$ cat config.mk
export PLATFORM = sky130hd
export DESIGN_NAME = cam_dvp_tx
export DESIGN_NICKNAME = d
export VERILOG_FILES = /design/src/rtl/cam_dvp_tx.sv
export SDC_FILE = /design/constraint.sdc
export NUM_CORES = 1
export LEC_CHECK = 0
export BUFFER_PORTS_ARGS = -buffer_cell sky130_fd_sc_hd__buf_2
export CAP_MARGIN = 0
export CORE_MARGIN = 1.5
export CORE_UTILIZATION = 30
export DETAILED_ROUTE_END_ITERATION = 10
export SETUP_SLACK_MARGIN = 0.05
export SKIP_CTS_REPAIR_TIMING = 1
export SYNTH_ARGS = -nofsm -noshare
export SYNTH_HDL_FRONTEND = slang
export SYNTH_SLANG_ARGS = --single-unit
$ cat constraint.sdc
create_clock -name clk -period 4.65 [get_ports clk]
set_clock_uncertainty 0.05 [all_clocks]
set_input_delay 0.2325 -clock clk [delete_from_list [all_inputs] [get_ports clk]]
set_output_delay 0.2325 -clock clk [all_outputs]
set_load 0.03 [all_outputs]
$ cat src/rtl/cam_dvp_tx.sv
// cam_dvp_tx: DVP camera-sensor emulator driving pclk/vsync/href/data with a synthetic frame pattern.
// Optional build macro DVP_TX_COLORBAR_EN swaps the default ramp for 8 RGB565 vertical colour bars.
module cam_dvp_tx #(
   parameter int H_ACTIVE  = 640,
   parameter int V_ACTIVE  = 480,
   parameter int H_BLANK   = 144,
   parameter int VSYNC_LEN = 3,
   parameter int V_BACK    = 17,
   parameter int V_FRONT   = 10
) (
   input  logic        clk,
   input  logic        reset,
   input  logic        enable,
   input  logic        single_shot,
   output logic        pclk,
   output logic        cam_vsync,
   output logic        cam_href,
   output logic [7:0]  cam_data,
   output logic        frame_start,
   output logic        frame_done,
   output logic        busy,
   output logic [15:0] frame_count
);

   localparam int LINE_LEN  = 2 * H_ACTIVE + H_BLANK;
   localparam int ACT_BYTES = 2 * H_ACTIVE;
   localparam int MAX_AB    = (V_ACTIVE > V_BACK) ? V_ACTIVE : V_BACK;
   localparam int MAX_SF    = (VSYNC_LEN > V_FRONT) ? VSYNC_LEN : V_FRONT;
   localparam int MAX_LINES = (MAX_AB > MAX_SF) ? MAX_AB : MAX_SF;
   localparam int B_W       = $clog2(LINE_LEN + 1);
   localparam int L_W       = $clog2(MAX_LINES + 1);

   typedef enum logic [2:0] {
      S_IDLE   = 3'd0,
      S_VSYNC  = 3'd1,
      S_VBACK  = 3'd2,
      S_ACTIVE = 3'd3,
      S_VFRONT = 3'd4
   } state_t;

   state_t           state_r;
   logic [B_W-1:0]   b_r;
   logic [L_W-1:0]   line_r;
   logic             pclk_r;
   logic             pending_r;
   logic             vsync_r;
   logic             href_r;
   logic [7:0]       data_r;
   logic             frame_start_r;
   logic             frame_done_r;
   logic             busy_r;
   logic [15:0]      frame_count_r;

   state_t           state_nx_s;
   logic [B_W-1:0]   b_nx_s;
   logic [L_W-1:0]   line_nx_s;
   logic [L_W-1:0]   lines_in_state_s;
   logic             line_end_s;
   logic             blk_end_s;
   logic             frame_end_s;
   logic             pend_now_s;
   logic             go_s;
   logic             start_s;
   logic             href_nx_s;
   logic [7:0]       pattern_s;
   logic [7:0]       data_nx_s;

`ifdef DVP_TX_COLORBAR_EN
   function automatic logic [7:0] bar_byte(input logic [B_W-1:0] b);
      logic [2:0]  idx;
      logic [15:0] rgb;
      idx = 3'((b >> 1) / B_W'(H_ACTIVE / 8));
      case (idx)
         3'd0:    rgb = 16'hFFFF;
         3'd1:    rgb = 16'hFFE0;
         3'd2:    rgb = 16'h07FF;
         3'd3:    rgb = 16'h07E0;
         3'd4:    rgb = 16'hF81F;
         3'd5:    rgb = 16'hF800;
         3'd6:    rgb = 16'h001F;
         default: rgb = 16'h0000;
      endcase
      return b[0] ? rgb[7:0] : rgb[15:8];
   endfunction
`endif

   // Line budget of the current state and the end-of-line / end-of-block / end-of-frame flags.
   always_comb begin
      case (state_r)
         S_VSYNC:  lines_in_state_s = L_W'(VSYNC_LEN);
         S_VBACK:  lines_in_state_s = L_W'(V_BACK);
         S_ACTIVE: lines_in_state_s = L_W'(V_ACTIVE);
         S_VFRONT: lines_in_state_s = L_W'(V_FRONT);
         default:  lines_in_state_s = L_W'(1);
      endcase
      line_end_s  = (b_r == B_W'(LINE_LEN - 1));
      blk_end_s   = line_end_s && (line_r == lines_in_state_s - L_W'(1));
      frame_end_s = blk_end_s &&
                    ((state_r == S_VFRONT) || ((state_r == S_ACTIVE) && (V_FRONT == 0)));
      pend_now_s  = pending_r | single_shot;
      go_s        = enable | pend_now_s;
      start_s     = go_s && ((state_r == S_IDLE) || frame_end_s);
   end

   // Next raster position; outputs are registered from it so they match the stored position.
   always_comb begin
      state_nx_s = state_r;
      b_nx_s     = b_r;
      line_nx_s  = line_r;
      if (state_r == S_IDLE) begin
         if (go_s) begin
            state_nx_s = S_VSYNC;
            b_nx_s     = {B_W{1'b0}};
            line_nx_s  = {L_W{1'b0}};
         end else begin
            state_nx_s = S_IDLE;
         end
      end else if (line_end_s) begin
         b_nx_s = {B_W{1'b0}};
         if (blk_end_s) begin
            line_nx_s = {L_W{1'b0}};
            case (state_r)
               S_VSYNC:  state_nx_s = (V_BACK > 0) ? S_VBACK : S_ACTIVE;
               S_VBACK:  state_nx_s = S_ACTIVE;
               S_ACTIVE: state_nx_s = (V_FRONT > 0) ? S_VFRONT : (go_s ? S_VSYNC : S_IDLE);
               S_VFRONT: state_nx_s = go_s ? S_VSYNC : S_IDLE;
               default:  state_nx_s = S_IDLE;
            endcase
         end else begin
            line_nx_s = line_r + L_W'(1);
         end
      end else begin
         b_nx_s = b_r + B_W'(1);
      end
   end

   // Pixel byte for the next position; forced to zero outside the active window.
   always_comb begin
      href_nx_s = (state_nx_s == S_ACTIVE) && (b_nx_s < B_W'(ACT_BYTES));
`ifdef DVP_TX_COLORBAR_EN
      pattern_s = bar_byte(b_nx_s);
`else
      pattern_s = 8'(32'(line_nx_s) + 32'(b_nx_s));
`endif
      if (href_nx_s) begin
         data_nx_s = pattern_s;
      end else begin
         data_nx_s = 8'h00;
      end
   end

   // Frame FSM: pclk divider every clk, raster state and outputs only on ticks (pclk high).
   always_ff @(posedge clk) begin
      if (reset) begin
         state_r       <= S_IDLE;
         b_r           <= {B_W{1'b0}};
         line_r        <= {L_W{1'b0}};
         pclk_r        <= 1'b0;
         pending_r     <= 1'b0;
         vsync_r       <= 1'b0;
         href_r        <= 1'b0;
         data_r        <= 8'h00;
         frame_start_r <= 1'b0;
         frame_done_r  <= 1'b0;
         busy_r        <= 1'b0;
         frame_count_r <= 16'h0000;
      end else begin
         pclk_r        <= ~pclk_r;
         frame_start_r <= 1'b0;
         frame_done_r  <= 1'b0;
         if (pclk_r) begin
            state_r       <= state_nx_s;
            b_r           <= b_nx_s;
            line_r        <= line_nx_s;
            vsync_r       <= (state_nx_s == S_VSYNC);
            href_r        <= href_nx_s;
            data_r        <= data_nx_s;
            busy_r        <= (state_nx_s != S_IDLE);
            frame_start_r <= start_s;
            frame_done_r  <= frame_end_s;
            pending_r     <= start_s ? 1'b0 : pend_now_s;
            if (frame_end_s) begin
               frame_count_r <= frame_count_r + 16'd1;
            end else begin
               frame_count_r <= frame_count_r;
            end
         end else begin
            pending_r <= pend_now_s;
         end
      end
   end

   assign pclk        = pclk_r;
   assign cam_vsync   = vsync_r;
   assign cam_href    = href_r;
   assign cam_data    = data_r;
   assign frame_start = frame_start_r;
   assign frame_done  = frame_done_r;
   assign busy        = busy_r;
   assign frame_count = frame_count_r;

endmodule

# After elaboration in Yosys (flattened, before gate mapping)
# Cells that the tools add are included.
[word_totals]
out_inout_bits = 30
latch_bits = 0
mem_count = 0
register_bits = 54
in_bits = 4
ramBits = 0
mem_bits_ro = 0
[op_classes]
n_bitwise = 3
n_div = 0
magnitude_cmp = 1
mux = 16
n_eq_ne = 8
mul = 0
n_addsub = 5
reduce_logical = 9
shifts = 0
[op_table]
columns = ["operator", "n"]
rows = [
  ["$mux W9", 4],
  ["$pmux W9 S4", 1],
  ["$mux W11", 3],
  ["$add A16 B1 Y16 const B", 1],
  ["$pmux W3 S4", 1],
  ["$add A11 B1 Y11 const B", 1],
  ["$eq A11 B11 Y1 const B", 1],
  ["$lt A11 B11 Y1 const B", 1],
  ["$add A9 B1 Y9 const B", 1],
  ["$eq A3 B2 Y1 const B", 3],
  ["$eq A9 B9 Y1", 1],
  ["$mux W3", 3],
  ["$sub A9 B1 Y9 const B", 1],
  ["$add A8 B8 Y8", 1],
  ["$mux W8", 1],
  ["$eq A3 B1 Y1 const B", 2],
  ["$logic_and A1 B1 Y1", 4],
  ["$eq A3 B3 Y1 const B", 1],
  ["$logic_not A3 Y1", 1],
  ["$mux W1", 3],
  ["$reduce_bool A3 Y1", 1],
  ["$or A1 B1 Y1", 2],
  ["$reduce_and A2 Y1", 1],
  ["$reduce_or A2 Y1", 1],
  ["other kinds (2)", 2],
]

# Longest topological paths before layout
# Gate-level depths: netlist of run 1.
[logic_depth]
ltp_word = 11
ltp_mapped = 24

# Worst setup path after synthesis of run 1
# Ideal clock, no wire load.
[synth_path]
path_kind = "register to register"
start = "register state_r[2]"
end = "register data_r[7], in the netlist cam_data[7]"
required_ns = 4.483
t_arrival_ns = 4.340
synth_period_minus_slack_ns = 4.507
n_path_buf = 3
path_stages_with_launch = 22
path_slack_ns = 0.143
path_cell_list = "dfxtp_1 buf_2 buf_2 nand3b_1 inv_1 or2_2 ha_1 nor2b_1 o211a_1 o21ai_0 a2111oi_1 nor2_1 clkbuf_1 nand2_1 a31oi_1 ha_1 a21o_1 a211oi_1 a21oi_1 xnor2_1 xnor2_1 a22o_1"
[synth_lines]
columns = ["element", "line_no", "text"]
rows = [
  ["start: declaration", "41", "state_t state_r;"],
  ["start signal: assignment", "172", "state_r <= state_nx_s;"],
  ["$eq A3 B3 Y1 (tied with other cells)", "89", "case (state_r)"],
  ["$pmux W9 S4", "89", ""],
  ["$sub A9 B1 Y9", "97", "blk_end_s = line_end_s && (line_r == lines_in_state_s - L_W'(1));"],
  ["$eq A9 B9 Y1", "97", ""],
  ["$logic_and A1 B1 Y1", "97", ""],
  ["$mux W9", "120", "if (blk_end_s) begin"],
  ["$mux W9", "118", "end else if (line_end_s) begin"],
  ["$mux W9 *", "110", "if (state_r == S_IDLE) begin"],
  ["net line_nx_s[3]", "56", "logic [L_W-1:0] line_nx_s;"],
  ["$add A8 B8 Y8 *", "143", "pattern_s = 8'(32'(line_nx_s) + 32'(b_nx_s));"],
  ["$mux W8 *", "145", "if (href_nx_s) begin"],
  ["end signal: assignment", "177", "data_r <= data_nx_s;"],
  ["end: declaration", "48", "logic [7:0] data_r;"],
]
# The timed path passes the listed nets; every way through them passes the cells marked *.
# A chain may end at the register's enable or synchronous reset.

# Worst setup path in the final report of run 1
[layout_path]
start = "register state_r[2]"
end = "register data_r[6], in the netlist cam_data[6]"
# The elaborated chain is that of the path after synthesis.

==> reports/qor.yml, run 1 <==
placed_design:
  gp_congestion: 0.996
  io_buffers: 33
  hpwl_um: 6410
  place_area_sq_um: 3730
cells_and_area:
  nets: 468
  final_cell_area_sq_um: 3920
  drive_above_1_share_pct: 15.7
  antenna_cells: 0
  area_growth_pct: 15.1
  layout_commonest_cell: "dfxtp_1"
  final_cell_mix: "dfxtp_1, nor2_1, nand2_1, buf_2, o21ai_0"
  nFillCells: 1132
setup_path:
  cp.arrival_ps: 4400
  cp-end-kind: "register"
  critPathKind: "register to register"
  reg2reg_to: "cam_data[6]"
  critPathRequiredTime_ps: 4790
  path_max_fanout: 21
  cp-start-kind: "register"
  r2r_setup_slack_ps: 390
  r2r_start: "state_r[2]"
  r2r_cells: 22
yosys:
  yosys_warnings: 0
  synth.area.top_cells: "dfxtp_1, xnor2_1, nor2_1"
  syn-num-nets: 440
  synthFlopType: "dfxtp_1"
  synth-seq-cells: 54
  syn_area_per_cell_sq_um: 8.03
  netlist_instances: 424
  synthesis.area_sq_um: 3410
  yosys.area.top_type_share_pct: 31.7
  async_flop_share_pct: 0
  synth_edf_count: 0
  synth-seq-area-share_pct: 31.7
  synth_cell_types: 58
  yosys.area.top_type: "dfxtp_1"
die:
  pin_count: 34
  initial_core_util_pct: 31.1
  fp.dieH_um: 110
  core_sq_um: 10900
  dieArea_sq_um: 12000
  placementRows: 38
  die_w_um: 110
pwr:
  sw_frac_of_total_pct: 26.1
  powerDensity_nw_per_um2: 264
  pwr-share-clk_pct: 42.0
  max-vdd-ir-drop_v: 0.000125
  power_frac_comb_pct: 11.9
  p_int_mw: 0.765
  p_total_mw: 1.03
  power_leakage_nw: 1.52
  p_sw_mw: 0.270
  pwr-share-seq_pct: 46.1
flow_run:
  max_cap_viol_count: 0
cts:
  h-tree-depth: 2
  root_buffer: "clkbuf_16"
  cts_tree: "built"
  clk_latency_ps: 300
  clk_pin_slew_ps: 70
  cts_buffer_depth: 2
  clock-sinks: 54
  numCtsBuffers: 5
timing:
  worstMarginPinSlew_ps: 753
  slew_viol_final: 0
  max_freq_mhz: 234
  slew_headroom_pct: 49.6
  setup_viol: 0
  finalHoldViolations: 0
  grt_setup_unrepaired: "false"
  fin_tns_setup_ps: 0
  period_needed_ps: 4260
  fin_crit_sh_pct: 91.7
route:
  via_per_inst: 5.33
  drt-total-wl_um: 8870
  postRouteAntennaNets: 0
  first_pass_iters: 4
  vias: 3158
  drc: 0
  first_iter_violations: 179
  wl_per_cell_um: 15.0
global_route:
  grt_pass1_wl_um: 14800
  grtUsageTotal_pct: 15.6
  overflow: 0
  antenna_found_initial: 0
  grt_pass1_vias: 3010
  grt_max_degree: 40
hold_path:
  min_to: "pending_r"
  hp-class: "primary input to register"
  hold_start: "single_shot"
  min_path_cells: 3
outcome:
  status: "complete, no violations"
-- synth_stat cells (all sizes together), types with 2 or more instances --
| cell type | n |
|---|---|
| clkbuf | 20 |
| or2 | 4 |
| nand4b | 2 |
| nor3 | 16 |
| mux2i | 10 |
| a311oi | 3 |
| and2 | 5 |
| a32o | 2 |
| xnor2 | 21 |
| a21oi | 16 |
| buf | 5 |
| nand2b | 5 |
| o41ai | 2 |
| or3 | 3 |
| nor4 | 7 |
| and3 | 5 |
| o21a | 2 |
| a22oi | 4 |
| a2111oi | 2 |
| xor2 | 7 |
| o2111ai | 3 |
| a21o | 6 |
| a22o | 10 |
| o21ai | 24 |
| o211a | 4 |
| dfxtp | 54 |
| nor2 | 48 |
| a31oi | 7 |
| nor2b | 7 |
| nand3 | 17 |
| o31ai | 7 |
| ha | 11 |
| a211oi | 9 |
| nand4 | 8 |
| inv | 15 |
| nand2 | 40 |
-- state kept, by name, indices dropped and copies added (netlist names) --
signal and flops:
pending_r 1, frame_start 1, busy 1, frame_done 1
cam_vsync 1, state_r 3, frame_count 16, pclk 1
cam_data 8, b_r 11, line_r 9, cam_href 1
-- logic make-up after synthesis --
family,after synthesis,share of synthesized area (%)
xor gates and xnor gates,28,7.20
muxes,10,2.94
adders and majority gates,12,4.63
AOI/OAI and AO/OA,108,22.7
DFF,54,31.7
and+or+nand+nor,172,25.7
buffers and inverters,40,5.03
-- worst max-delay path by stage --
stage / startpoint / slack, ps / cells after the start / to
floorplan: state_r[2] / 140 / 21 / cam_data[7]
global placement: state_r[2] / 400 / 18 / cam_data[7]
finish: state_r[2] / 390 / 22 / cam_data[6]
CTS: state_r[2] / 50 / 18 / cam_data[7]
detailed placement: state_r[2] / 60 / 18 / cam_data[7]
global route: state_r[2] / 80 / 22 / cam_data[6]
-- cell type report --
| cell class | count | area, sq um | area share [%] |
|---|---|---|---|
| repair buffers | 46 | 263 | 6.70 |
| clock buffers | 6 | 129 | 3.29 |
| multi-input cells | 330 | 2180 | 55.5 |
| inverters | 15 | 56.3 | 1.44 |
| flip-flops and latches | 54 | 1080 | 27.6 |
| well taps | 140 | 175 | 4.47 |
| clock inverters | 2 | 37.5 | 0.958 |
-- worst max-delay path, stage by stage, from the launching register on --
cell and delay, ps:
dfxtp_2 420, nand3b_1 170, inv_1 70, or2_2 290
ha_1 240, inv_1 60, o2bb2ai_1 130, mux2i_1 480
a2111oi_2 120, nor2_1 110, buf_4 230, nand2_1 70
o21ai_0 200, ha_1 200, inv_1 60, fa_1 400
nor2b_1 130, o21ai_0 90, nand2b_1 120, a21o_1 130
a21oi_1 70, xnor2_1 130, a22o_1 190
-- stage by stage --
| stage | utilization (%) | hold slack, ps | worst slack, ps | std cells |
|---|---|---|---|---|
| after floorplan | - | 363 | 143 | 424 |
| after global placement | 34.1 | 380 | 400 | 585 |
| after detailed placement | 34.1 | 399 | 55.7 | 585 |
| after CTS | 35.6 | 185 | 49.2 | 593 |
| after global routing | 35.8 | 207 | 83.7 | 593 |
| final | 35.8 | 190 | 385 | 593 |
-- power by group through the flow --
stage | combinational [mW] | clock, mW | sequential [mW]
5_1_grt | 0.136 | 0.463 | 0.479
3_5_place_dp | 0.122 | 0 | 0.488
6_report | 0.123 | 0.434 | 0.477
4_1_cts | 0.122 | 0.445 | 0.477
2_1_floorplan | 0.0801 | 0 | 0.493
3_3_place_gp | 0.120 | 0 | 0.488
-- routing by layer --
| metal | vias to the layer above | part of all wire (%) | track usage (%) |
|---|---|---|---|
| met1 | 1490 | 48 | 21.6 |
| met4 | 0 | 1.5 | 5.19 |
| li1 | 1585 | - | - |
| met2 | 75 | 45 | 24.5 |
| met3 | 8 | 5.1 | 2.73 |
| met5 | - | 0 | 0 |
(Power assumes the default switching activity.)
==> inputs of run 2 (changes only) <==
Settings changed: ABC_AREA from default to 1, CTS_CLUSTER_SIZE from default to 8.
==> run 2 against run 1 <==
  * Synthesized cell count rose by 27%
  * Global-route usage rose by 0.37 points
  * Via count rose by 13%
  * Hold slack improved by 26 ps
  * Combinational power fell by 39%
  * Setup slack improved by 570 ps
  * Sequential share of layout area fell by 0.39 points
  * Synthesized area rose by 2.1%
  * Critical path depth rose by 1
  * Routed wire length rose by 8.1%
  * Critical path type unchanged
  * Highest routed layer unchanged
==> reports/qor.yml, run 2 <==
yosys:
  synthesis.area_sq_um: 3480
  syn-num-nets: 555
  syn_area_per_cell_sq_um: 6.45
  synth_cell_types: 39
  netlist_instances: 539
  yosys.area.top_type: "dfxtp_1"
  yosys_warnings: 0
  yosys.area.top_type_share_pct: 31.1
  synth_edf_count: 0
  synthFlopType: "dfxtp_1"
  async_flop_share_pct: 0
  synth-seq-cells: 54
  synth-seq-area-share_pct: 31.1
  netlist_top_cells_count: "nand2_1, inv_1, dfxtp_1, nand3_1, nor2_1"
  yosysMostFrequentCell: "nand2_1"
  synth.area.top_cells: "dfxtp_1, nand2_1, inv_1"
global_route:
  overflow: 0
  grt_max_degree: 23
  grtUsageTotal_pct: 16.0
  antenna_found_initial: 0
  grt_pass1_wl_um: 16200
  grt_pass1_vias: 3451
cts:
  clock-sinks: 54
  numCtsBuffers: 5
  root_buffer: "clkbuf_16"
  clk_pin_slew_ps: 70
  cts_tree: "built"
  clk_latency_ps: 300
  cts_buffer_depth: 2
  h-tree-depth: 2
die:
  fp.dieH_um: 111
  initial_core_util_pct: 30.6
  core_sq_um: 11400
  die_w_um: 111
  placementRows: 39
  dieArea_sq_um: 12200
  pin_count: 34
setup_path:
  r2r_setup_slack_ps: 950
  path_max_fanout: 11
  cp.arrival_ps: 3840
  cp-end-kind: "register"
  crit_chain: "nor2_2 > nand2_2 > nand2_1 > ha_1 > inv_1 > nand2_1 > nand3_1 > nand2_1 > nand2_1 > nand2_2 > nor2_4 > nor2_4 > nand2_1 > a21oi_1 > ha_1 > inv_1 > fa_1 > o21ai_0 > nand2_1 > nand2_1 > a21oi_1 > xor2_1 > o21ai_2"
  slowest_delay_ps: 380
  cp_slowest_cell: "dfxtp_1"
  r2r_start: "state_r[0]"
  critPathRequiredTime_ps: 4790
  critPathKind: "register to register"
  r2r_cells: 23
  startpoint: "state_r[0]"
  critical_path.most_common_cell: "nand2_1"
  reg2reg_to: "cam_data[6]"
  cp-start-kind: "register"
  setup.worst_path.end: "cam_data[6]"
cells_and_area:
  nets: 589
  area_growth_pct: 14.2
  layout_commonest_cell: "nand2_1"
  antenna_cells: 0
  largest_reg_flops: 16
  final_cell_mix: "nand2_1, inv_1, dfxtp_1, nand3_1, nor2_1"
  drive_above_1_share_pct: 12.7
placed_design:
  io_buffers: 33
  hpwl_um: 7440
  gp_congestion: 0.914
timing:
  fin_tns_setup_ps: 0
  period_needed_ps: 3700
  finalHoldViolations: 0
  grt_setup_unrepaired: "false"
  worstMarginPinSlew_ps: 709
  slew_viol_final: 0
  setup_viol: 0
  slew_headroom_pct: 52.7
  fin_crit_sh_pct: 79.5
  max_freq_mhz: 270
route:
  vias: 3578
  wl_per_cell_um: 13.4
  first_pass_iters: 5
  first_iter_violations: 264
  drt-total-wl_um: 9590
  drc: 0
  via_per_inst: 4.99
  postRouteAntennaNets: 0
pwr:
  p_total_mw: 0.975
  powerDensity_nw_per_um2: 246
  max-vdd-ir-drop_v: 0.000157
  power_leakage_nw: 1.76
flow_run:
  max_cap_viol_count: 0
outcome:
  status: "complete, no violations"
hold_path:
  hp-class: "primary input to register"
[run 2: report_power, final]
| part | total, mW | internal [mW] | switching, mW |
|---|---|---|---|
| clock | 0.428 | 0.255 | 0.174 |
| combinational | 0.0745 | 0.0199 | 0.0545 |
| sequential | 0.473 | 0.467 | 0.00536 |
| total | 0.975 | 0.742 | 0.234 |
[run 2: worst max-delay path, delay by kind of cell, from the launching register on]
kind                     cells  cell delay [ps]
XOR/XNOR                     1              180
AND/OR/NAND/NOR             13             1340
flip-flops                   1              380
AO/OA/AOI/OAI                4              640
adder cells (fa/ha/maj)      3              850
buffers and inverters        2              140
[run 2: layout make-up]
cell class                      count  area [sq um]
Sequential cell                    54          1080
Clock buffer                        6           129
Clock inverter                      2          37.5
Inverter                           81           304
Fill cell                        1217          7400
Timing Repair Buffer               37           195
Tap cell                          143           179
Multi-Input combinational cell    394          2040
[run 2: worst min-delay path by stage]
stage,cells past startpoint,from,slack (ps),end
6_report,2,reset,220,pending_r
5_1_grt,2,reset,220,frame_count[15]
4_1_cts,2,reset,220,frame_count[12]
3_5_place_dp,2,cam_href,380,cam_href
3_3_place_gp,2,cam_href,380,cam_href
2_1_floorplan,4,single_shot,420,pending_r
[run 2: stage by stage]
| step | instances | util, % | cell area (sq um) | hold WS (ps) | setup slack, ps |
|---|---|---|---|---|---|
| 3_3_place_gp | 709 | 33.5 | 3800 | 385 | 1150 |
| 2_1_floorplan | 539 | - | 3480 | 422 | 1380 |
| 3_5_place_dp | 709 | 33.5 | 3800 | 385 | 1030 |
| 5_1_grt | 717 | 34.9 | 3970 | 223 | 527 |
| 4_1_cts | 717 | 34.9 | 3970 | 216 | 989 |
| 6_report | 717 | 34.9 | 3970 | 216 | 952 |
[run 2: cells by family (layout without fill, tap and decap cells)]
logic type | count (synthesis) | in the layout | share of synthesized area (%)
and+or+nand+nor | 277 | 277 | 35.7
xor gates and xnor gates | 16 | 16 | 4.03
DFF | 54 | 54 | 31.1
buffers and inverters | 91 | 126 | 10.1
adders and majority gates | 12 | 12 | 4.54
AOI/OAI and AO/OA | 89 | 89 | 14.6
[run 2: per-layer routing]
layer | track usage, % | share of wire, % | vias up
li1 | - | - | 1824
met1 | 20.7 | 46 | 1633
met2 | 26.7 | 47 | 100
met3 | 3.62 | 5.3 | 21
met4 | 4.62 | 1.8 | 0
met5 | 0 | 0 | -
==> inputs of run 3 (changes only) <==
Settings changed: ABC_AREA 1 to 0.
Clock period 4.65 ns to 3.1 ns, I/O delays scaled along.
==> run 3 against run 2 <==
  * The run now ends with negative setup slack left
  * Sequential share of layout area is 4.3 points lower
  * Routed wire length is 6.6% higher
  * Flip-flop and latch count stayed put
  * Global-route usage is 1.8 points higher
  * Critical path type unchanged
  * Design area is 20% higher
  * Non-clock buffer count is 92 higher
  * Maximum frequency is 1.6% lower
  * Largest power group unchanged
==> reports/qor.yml, run 3 (synthesis gave the netlist of run 1 again) <==
route:
  first_iter_violations: 170
  postRouteAntennaNets: 0
  vias: 3537
  wl_per_cell_um: 15.1
  first_pass_iters: 4
  drc: 0
  via_per_inst: 5.23
  drt-total-wl_um: 10200
flow_run:
  max_cap_viol_count: 0
cts:
  h-tree-depth: 2
  clk_pin_slew_ps: 80
  clock-sinks: 54
  root_buffer: "clkbuf_16"
  numCtsBuffers: 5
  clk_latency_ps: 300
  cts_buffer_depth: 2
  cts_tree: "built"
global_route:
  grt_pass1_wl_um: 16500
  grt_max_degree: 39
  overflow: 0
  antenna_found_initial: 0
  grtUsageTotal_pct: 17.7
  grt_pass1_vias: 3372
setup_path:
  worst-path-buf-inv: 2
  critPathKind: "register to register"
  cp-end-kind: "register"
  critPathRequiredTime_ps: 3240
  cp.arrival_ps: 3900
  crit_family: "compound AO/OA/AOI/OAI gates"
  cp-start-kind: "register"
  slowest_delay_ps: 470
  path_max_fanout: 12
  cp_slowest_cell: "a2111oi_4"
  crit_chain: "buf_4 > buf_4 > nand4b_1 > a2111oi_4 > nor2b_4 > a2111oi_4 > nor2_4 > a21oi_2 > a31oi_1 > ha_1 > a21o_1 > a211oi_2 > a21oi_1 > xnor2_1 > xnor2_1 > a22o_1"
cells_and_area:
  area_growth_pct: 39.4
  final_cell_mix: "buf_4, dfxtp_1, nor2_1, nand2_1, buf_2"
  multi_input_area_sq_um: 2350
  nets: 551
  nFillCells: 1114
  ff_latch_area_sq_um: 1090
  antenna_cells: 0
  largest_reg_flops: 16
  final_cell_area_sq_um: 4750
  layout_commonest_cell: "buf_4"
  drive_above_1_share_pct: 34.1
pwr:
  p_sw_mw: 0.445
  power_leakage_nw: 1.99
  p_total_mw: 1.65
  max-vdd-ir-drop_v: 0.000191
  powerDensity_nw_per_um2: 347
  power_frac_comb_pct: 15.8
  sw_frac_of_total_pct: 27.1
  pwr-share-seq_pct: 43.3
  p_int_mw: 1.20
  pwr-share-clk_pct: 40.9
timing:
  layout_setup_ws_ps: -659
  period_needed_ps: 3760
  slew_headroom_pct: 37.6
  worstMarginPinSlew_ps: 932
  fin_crit_sh_pct: 121
  setup_viol: 7
  finalHoldViolations: 0
  fin_tns_setup_ps: -2560
  slew_viol_final: 0
  max_freq_mhz: 266
  grt_setup_unrepaired: "true"
die:
  fp.dieH_um: 110
  core_sq_um: 10900
  pin_count: 34
  initial_core_util_pct: 31.1
  die_w_um: 110
  dieArea_sq_um: 12000
  placementRows: 38
hold_path:
  hp-class: "primary input to register"
placed_design:
  io_buffers: 33
  gp_congestion: 0.864
  hpwl_um: 7460
  place_area_sq_um: 4420
outcome:
  status: "finished, violations left"
  violations: "negative setup slack"
-- run 3: path summary, 6_finish.rpt --
path	from	end	slack, ps	cells after the start
max	state_r[2]	cam_data[7]	-660	16
min	single_shot	pending_r	100	3
max reg2reg	state_r[2]	cam_data[7]	-660	16
min reg2reg	cam_href	cam_href	410	1
-- run 3: layout make-up --
cell class              count  share of cell area, %
multi-input cells         330                   49.5
flip-flops and latches     54                   22.9
repair buffers            129                   19.1
well taps                 140                   3.69
clock buffers               5                   2.64
inverters                  15                   1.19
clock inverters             3                   1.00
-- run 3: metal layers --
metal | track usage, % | up-vias | part of all wire (%)
met2 | 29.0 | 59 | 47
met3 | 2.73 | 13 | 3.4
met5 | 0 | - | 0
li1 | - | 1759 | -
met4 | 5.84 | 0 | 1.6
met1 | 23.8 | 1706 | 48
-- run 3: stage by stage --
stage	setup slack [ps]	std cells	utilization (%)	hold WS, ps
global placement	-806	661	40.4	382
finish	-659	676	43.4	104
CTS	-1020	669	42.0	103
detailed placement	-987	661	40.4	384
global route	-834	676	43.4	112
floorplan	-692	424	-	286
-- run 3: power groups by stage --
stage               Sequential [mW]  Clock [mW]  Combinational, mW
detailed placement            0.729           0              0.243
global placement              0.729           0              0.241
floorplan                     0.740           0              0.131
finish                        0.713       0.673              0.260
global route                  0.716       0.717              0.284
CTS                           0.713       0.691              0.244
-- run 3: tightest hold or removal path, delay by kind of cell --
kind                   cells  cell delay [ps]
buffers and inverters      1              100
AO/OA/AOI/OAI              1               50
AND/OR/NAND/NOR            1              100
